`src/rtl/dtc_seq_walker.sv`:
```
// Programmable decision-tree classifier: walks a host-written node table one
// level per cycle and returns the leaf class, or an error on a runaway walk.
module dtc_seq_walker #(
  parameter int FEAT_W    = 12,
  parameter int CLS_W     = 3,
  parameter int NODE_AW   = 6,
  parameter int MAX_DEPTH = 8
) (
  input  logic               clk,
  input  logic               rst_n,
  input  logic               cfg_we,
  input  logic [NODE_AW-1:0] cfg_addr,
  input  logic [16:0]        cfg_data,
  input  logic               in_valid,
  output logic               in_ready,
  input  logic [FEAT_W-1:0]  in_feat,
  output logic               out_valid,
  input  logic               out_ready,
  output logic [CLS_W-1:0]   out_class,
  output logic               out_err,
  output logic               busy
);

  localparam int                 NODES      = 1 << NODE_AW;
  localparam int                 DEPTH_W    = $clog2(MAX_DEPTH) + 1;
  localparam logic [DEPTH_W-1:0] DEPTH_LAST = DEPTH_W'(MAX_DEPTH - 1);
  localparam logic [4:0]         FEAT_LIM   = 5'(FEAT_W);
  localparam logic [16:0]        LEAF_CLS0  = 17'h10000;

  typedef enum logic [1:0] {S_IDLE, S_WALK, S_DONE} state_e;

  state_e              state_q, state_d;
  logic [16:0]         node_tbl_q [NODES];
  logic [FEAT_W-1:0]   feat_q, feat_d;
  logic [NODE_AW-1:0]  ptr_q, ptr_d;
  logic [DEPTH_W-1:0]  depth_q, depth_d;
  logic [CLS_W-1:0]    cls_q, cls_d;
  logic                err_q, err_d;

  logic [16:0]         entry;
  logic [3:0]          fidx;
  logic [15:0]         feat_ext;
  logic                bad_idx;
  logic                fbit;

  assign entry    = node_tbl_q[ptr_q];
  assign fidx     = entry[15:12];
  assign feat_ext = 16'(feat_q);
  assign bad_idx  = {1'b0, fidx} >= FEAT_LIM;
  assign fbit     = feat_ext[fidx];

  // NOTE: the table is a register array, so it can (and must) be reset; every
  // entry returns to "leaf, class 0" so a fresh walker never reads garbage.
  always_ff @(posedge clk or negedge rst_n) begin
    if (!rst_n) begin
      for (int i = 0; i < NODES; i++) node_tbl_q[i] <= LEAF_CLS0;
    end else if (cfg_we && state_q == S_IDLE) begin
      node_tbl_q[cfg_addr] <= cfg_data;
    end
  end

  // NOTE: state registers use non-blocking assignments so every flop samples
  // the pre-edge value of its neighbours regardless of process ordering.
  always_ff @(posedge clk or negedge rst_n) begin
    if (!rst_n) begin
      state_q <= S_IDLE;
      feat_q  <= '0;
      ptr_q   <= '0;
      depth_q <= '0;
      cls_q   <= '0;
      err_q   <= 1'b0;
    end else begin
      state_q <= state_d;
      feat_q  <= feat_d;
      ptr_q   <= ptr_d;
      depth_q <= depth_d;
      cls_q   <= cls_d;
      err_q   <= err_d;
    end
  end

  // NOTE: every next-state signal gets a hold default first, so no path
  // through the case leaves one unassigned and no latch is inferred.
  always_comb begin
    state_d = state_q;
    feat_d  = feat_q;
    ptr_d   = ptr_q;
    depth_d = depth_q;
    cls_d   = cls_q;
    err_d   = err_q;
    case (state_q)
      S_IDLE: begin
        if (in_valid) begin
          feat_d  = in_feat;
          ptr_d   = '0;
          depth_d = '0;
          state_d = S_WALK;
        end
      end
      S_WALK: begin
        if (entry[16]) begin
          cls_d   = entry[CLS_W-1:0];
          err_d   = 1'b0;
          state_d = S_DONE;
        end else if (bad_idx || depth_q == DEPTH_LAST) begin
          // Bad feature index or too many internal nodes (also catches loops).
          cls_d   = '0;
          err_d   = 1'b1;
          state_d = S_DONE;
        end else begin
          ptr_d   = fbit ? entry[11:6] : entry[5:0];
          depth_d = depth_q + DEPTH_W'(1);
        end
      end
      S_DONE: begin
        if (out_ready) state_d = S_IDLE;
      end
      default: state_d = S_IDLE;
    endcase
  end

  assign in_ready  = (state_q == S_IDLE);
  assign out_valid = (state_q == S_DONE);
  assign busy      = (state_q != S_IDLE);
  assign out_class = cls_q;
  assign out_err   = err_q;

endmodule

```
`config.mk`:
```
export PLATFORM = sky130hd
export DESIGN_NAME = dtc_seq_walker
export DESIGN_NICKNAME = d
export VERILOG_FILES = /design/src/rtl/dtc_seq_walker.sv
export SDC_FILE = /design/constraint.sdc
export NUM_CORES = 1
export LEC_CHECK = 0
export ABC_AREA = 1
export CORE_MARGIN = 2
export CORE_UTILIZATION = 60
export CTS_BUF_LIST = sky130_fd_sc_hd__clkbuf_8 sky130_fd_sc_hd__clkbuf_16
export CTS_CLUSTER_SIZE = 25
export DETAILED_ROUTE_END_ITERATION = 12
export PLACE_DENSITY = 0.76
export SYNTH_ARGS = -nofsm -noshare
export SYNTH_HDL_FRONTEND = slang
export SYNTH_SLANG_ARGS = --single-unit
```
`constraint.sdc`:
```
create_clock -name clk -period 4.1 [get_ports clk]
set_input_delay 0.82 -clock clk [delete_from_list [all_inputs] [get_ports clk]]
set_output_delay 0.82 -clock clk [all_outputs]
set_load 0.02 [all_outputs]
```
; ---- After elaboration in Yosys (flattened, before gate mapping)
; Index checks and enable logic that the tools add are counted.
; W data, S select, Z words.
[totals]
out_inout_bits = 7
ff_bits = 1116
wordCells = 123
input_bits = 40
[op_classes]
eq_ne = 8
order_cmp = 5
bitwise = 2
reduce_logical = 11
n_addsub = 1
mux = 26
[ops]
columns = cell, n
row1 = $bwmux W1088, 1
row2 = $bmux W17 S6, 1
row3 = $demux W17 S6, 1
row4 = $mux W17, 3
row5 = $mux W6, 4
row6 = $ge A7 B7 Y1 const B, 2
row7 = $not A6 Y7, 2
row8 = $mux W4, 3
row9 = $pmux W6 S2, 1
row10 = $mux W2, 4
row11 = $pmux W4 S2, 1
row12 = $lt A7 B1 Y1 const B, 1
row13 = $mux W3, 2
row14 = $ne A2 B2 Y1 const B, 3
row15 = $pmux W2 S3, 1
row16 = $reduce_bool A2 Y1, 3
row17 = $lt A4 B5 Y1 const B, 1
row18 = $add A4 B1 Y4 const B, 1
row19 = $bmux W1 S4, 1
row20 = $eq A4 B3 Y1 const B, 1
row21 = $ge A4 B4 Y1 const B, 1
row22 = $reduce_and A2 Y1, 2
row23 = $reduce_and A4 Y1, 1
row24 = $mux W1, 3
row25 = other kinds (8), 9

; ---- Longest topological paths before layout
[depth]
depth_word = 10
depth_mapped = 19
depth_no_buf = 17

; ---- Least setup slack after synthesis
; OpenSTA, ideal clock, no wires.
[synth_timing]
path_type = register -> register
start = reg state_q[0]
end = reg node_tbl_q[105] (netlist name)
setup_ns = 0.133
t_arrival_ns = 2.052
stages_incl_launch_ff = 8
n_path_buf = 1
synth_period_minus_slack_ns = 2.185
required_ns = 3.967
path_slack_ns = 1.915
cell_sequence = dfrtp_1 -> nor2_1 -> nand2_2 -> nor4_4 -> nand2_1 -> clkbuf_1 -> nand2_1 -> o21ai_0
[synth_via]
elab_chain_cells = 2
[synth_rtl]
columns = element, line_no
row1 = from (decl), 32  ; state_e state_q, state_d;
row2 = from (signal assigned), 73  ; state_q <= state_d;
row3 = $logic_not A2 Y1, n/a
row4 = via in_ready, 15  ; output logic in_ready,
row5 = $logic_and A1 B1 Y1, 57  ; end else if (cfg_we && state_q == S_IDLE) begin
row6 = "to (signal, indexed assignment)", 58  ; node_tbl_q[cfg_addr] <= cfg_data;
row7 = to (decl), 33  ; logic [16:0] node_tbl_q [NODES];
; The timed path passes the listed nets, and every way through them passes these cells.
; A chain may end at the register's enable or synchronous reset.

; ---- Worst setup path in the final report
[layout_timing]
start = reg ptr_q[1]
end = reg ptr_q[1]
[layout_via]
elab_chain_cells = 10
[layout_rtl]
columns = element, line_no
row1 = from (decl), 35  ; logic [NODE_AW-1:0] ptr_q, ptr_d;
row2 = from (signal assigned), 75  ; ptr_q <= ptr_d;
row3 = $not A6 Y7 (not written as such) *, 46  ; assign entry = node_tbl_q[ptr_q];
row4 = $bmux W17 S6 *, 46
row5 = $mux W17 (not written as such) * (2 in a row), 46
row6 = $bmux W1 S4, 50  ; assign fbit = feat_ext[fidx];
row7 = $mux W1 (not written as such), 50
row8 = $mux W6, 111  ; ptr_d = fbit ? entry[11:6] : entry[5:0];
row9 = $mux W6, 105  ; end else if (bad_idx || depth_q == DEPTH_LAST) begin
row10 = $mux W6, 101  ; if (entry[16]) begin
row11 = $pmux W6 S2, 91  ; case (state_q)
; Mark *: on every way between the ends. The rest lies on a longest branch, timed or not. The select of a mux whose other input is x is not followed.

==> out/qor.yml <==
grt_remaining_overflow: 0
numCtsBuffers: 112
grt_use_met3: 0.0772
hold_viol_final: 0
cts_setup_buffers: 0
synth_area_um2: 49900
synth_cells: 5867
ys_seq_area_frac: 0.561
coreArea_um2: 82200
fp-row-count: 105
initial_core_util: 0.607
wl_per_cell_um: 22.5
grt.busiest_layer: "met2"
r2r_start: "ptr_q[1]$_DFFE_PN0P_"
avgSynthCellArea_um2: 8.51
fin_crit_ps: 3420
r2r_setup_slack_ps: 680
drive_gt1_frac: 0.0915
grt_max_degree: 138
synth-async-reset-ratio: 1.00
drt_iter0_drc: 5693
ant_nets: 0
yosys.cell_types.count: 29
cts-root-buf: "clkbuf_16"
maxSlewViolCount: 0
vias: 44000
setup_viol: 0
switching_share: 0.351
worst_setup_path_end_kind: "flop"
pre_cts_ws_ps: 854
vdd_drop_max_mv: 0.420
ys_warn_count: 0
dpl_cell_area_um2: 51800
grt_first_pass_wirelength_um: 245000
met2_usage: 0.549
final_common_cell: "nand2_1"
layout_setup_ws_ps: 677
maxCapViolCount: 0
fin_setup_tns_ps: 0
hold_path.class: "in2async"
design_area_um2: 55700
cp.required_ps: 4730
r2r_end: "ptr_q[1]$_DFFE_PN0P_"
fin_skew_ps: 25.8
syn_to_final_growth_pct: 11.6
arrival_ps: 4050
cts_tree: "yes"
cts_resized: 0
ys_ff_latch: 1116
start_kind: "flop"
vias_per_cell: 6.37
p_int_mw: 22.1
path_max_fanout: 65
startpoint: "ptr_q[1]$_DFFE_PN0P_"
fmax_mhz: 292
portBuffers: 46
p_comb_frac: 0.284
grt_pass1_vias: 41600
drcViolationCount: 0
n_fill_cell: 6477
synthesis.nets: 5908
synth-edff-count: 0
worstMarginPinSlew_ps: 957
power.switching_mw: 11.9
min_period_over_period: 0.835
reg2regPathDepth: 14
power_leakage_nw: 24.6
cts_sinks: 1116
path_class: "reg2reg"
place.gp.congestion: 0.956
clk_latency_ps: 690
finalNetCount: 5783
track_usage: 0.367
clockBufferDepth: 3
antenna_found_initial: 5
rsz0062_at_grt: "false"
cts_hold_buf: 0
drt_wl_total_um: 156000
firstDrtPassIters: 9
final_cell_mix: "nand2_1, o21ai_0, dfrtp_1, nor2_1, buf_4"
die_height_um: 293
io_pins: 47
htreeDepth: 3
relSlewSlack: 0.362
path_clk_slew_ps: 70
fp.dieW_um: 293
status: "finished, final reports clean"
synthFlopType: "dfrtp_1"
dieArea_um2: 85600
hpwl_um: 94400
power.share.clock: 0.315
power.density_nw_per_um2: 610
met1_usage: 0.513
pwr-share-seq: 0.401
## layer usage
layer,share of wire,up-vias,routed length (um)
li1,-,19600,-
met1,0.40,21400,61900
met2,0.44,2473,69200
met3,0.10,466,16000
met4,0.055,8,8640
met5,0.00034,-,53
## registers in the layout, summed over array words and instances, names as in the netlist
name / flops
out_err: 1
depth_q: 4
state_q: 2
feat_q: 12
node_tbl_q: 1088
out_class: 3
ptr_q: 6
## cell families (layout without fill, tap and decap cells)
group           after synthesis  count (layout)  share of synthesized area
flops                      1116            1116                      0.561
compound gates             1922            1922                      0.212
simple gates               2245            2245                      0.177
fa+ha+maj                     1               1                   0.000250
buf+inv                     583             554                     0.0502
other cells                   0               1                          0
## worst max-delay path, cell delays in order (launching register included)
cell and delay (ps):
dfrtp_4 550, inv_8 440, buf_12 270, o21ai_0 120, o22ai_1 170, o21ai_0 110, o21ai_0 760, nand3_1 150
nand2_1 160, inv_2 40, nand3_2 130, nand2_2 110, inv_2 150, nand2_1 60, nand2_1 100
## worst max path at each step
stage	end	slack (ps)
after floorplan	node_tbl_q[105]$_DFFE_PN0P_	1920
after global placement	node_tbl_q[341]$_DFFE_PN0P_	890
after detailed placement	node_tbl_q[341]$_DFFE_PN0P_	850
after CTS	ptr_q[1]$_DFFE_PN0P_	830
after global routing	ptr_q[1]$_DFFE_PN0P_	560
final	ptr_q[1]$_DFFE_PN0P_	680
## through the flow
stage	util	hold slack (ps)	cells	total power [mW]
after floorplan	-	448	5867	19.5
after global placement	0.630	461	6698	22.9
after detailed placement	0.630	468	6698	23.1
after CTS	0.677	138	6908	33.8
after global routing	0.677	175	6909	35.5
final	0.677	149	6909	34.0
## final cells by class
class	count	area, um^2	share of cell area
inverters	54	221	0.00398
diodes	1	2.50	0.0000449
flip-flops and latches	1116	28000	0.503
repair buffers	290	2810	0.0504
multi-input cells	4168	19400	0.349
clock inverters	68	631	0.0113
clock buffers	142	3260	0.0585
well taps	1070	1340	0.0240
## synthesized netlist by cell type (all sizes together), types with 6 or more instances
cell    number  area (um^2)
nand2     1771         6660
o21ai     1406         7040
dfrtp     1052        26300
clkbuf     381         1430
nor2       268         1010
a21oi      195          976
nand3      190          971
buf        148          875
o22ai      117          732
a32o        64          641
dfstp       64         1680
o211ai      60          450
a221oi      38          333
inv         32          120
a221o       26          260
clkinv      22         82.6
o221ai      16          140
nor4         8          170
nor3         6         30.0
## power groups by stage
stage	logic (mW)	registers [mW]	clock network [mW]
global route	10.4	13.8	11.3
floorplan	6.07	13.4	0
finish	9.66	13.6	10.7
detailed placement	9.34	13.7	0
global placement	9.16	13.7	0
CTS	9.40	13.6	10.8
Note: power is estimated with default switching activity, not from simulation.
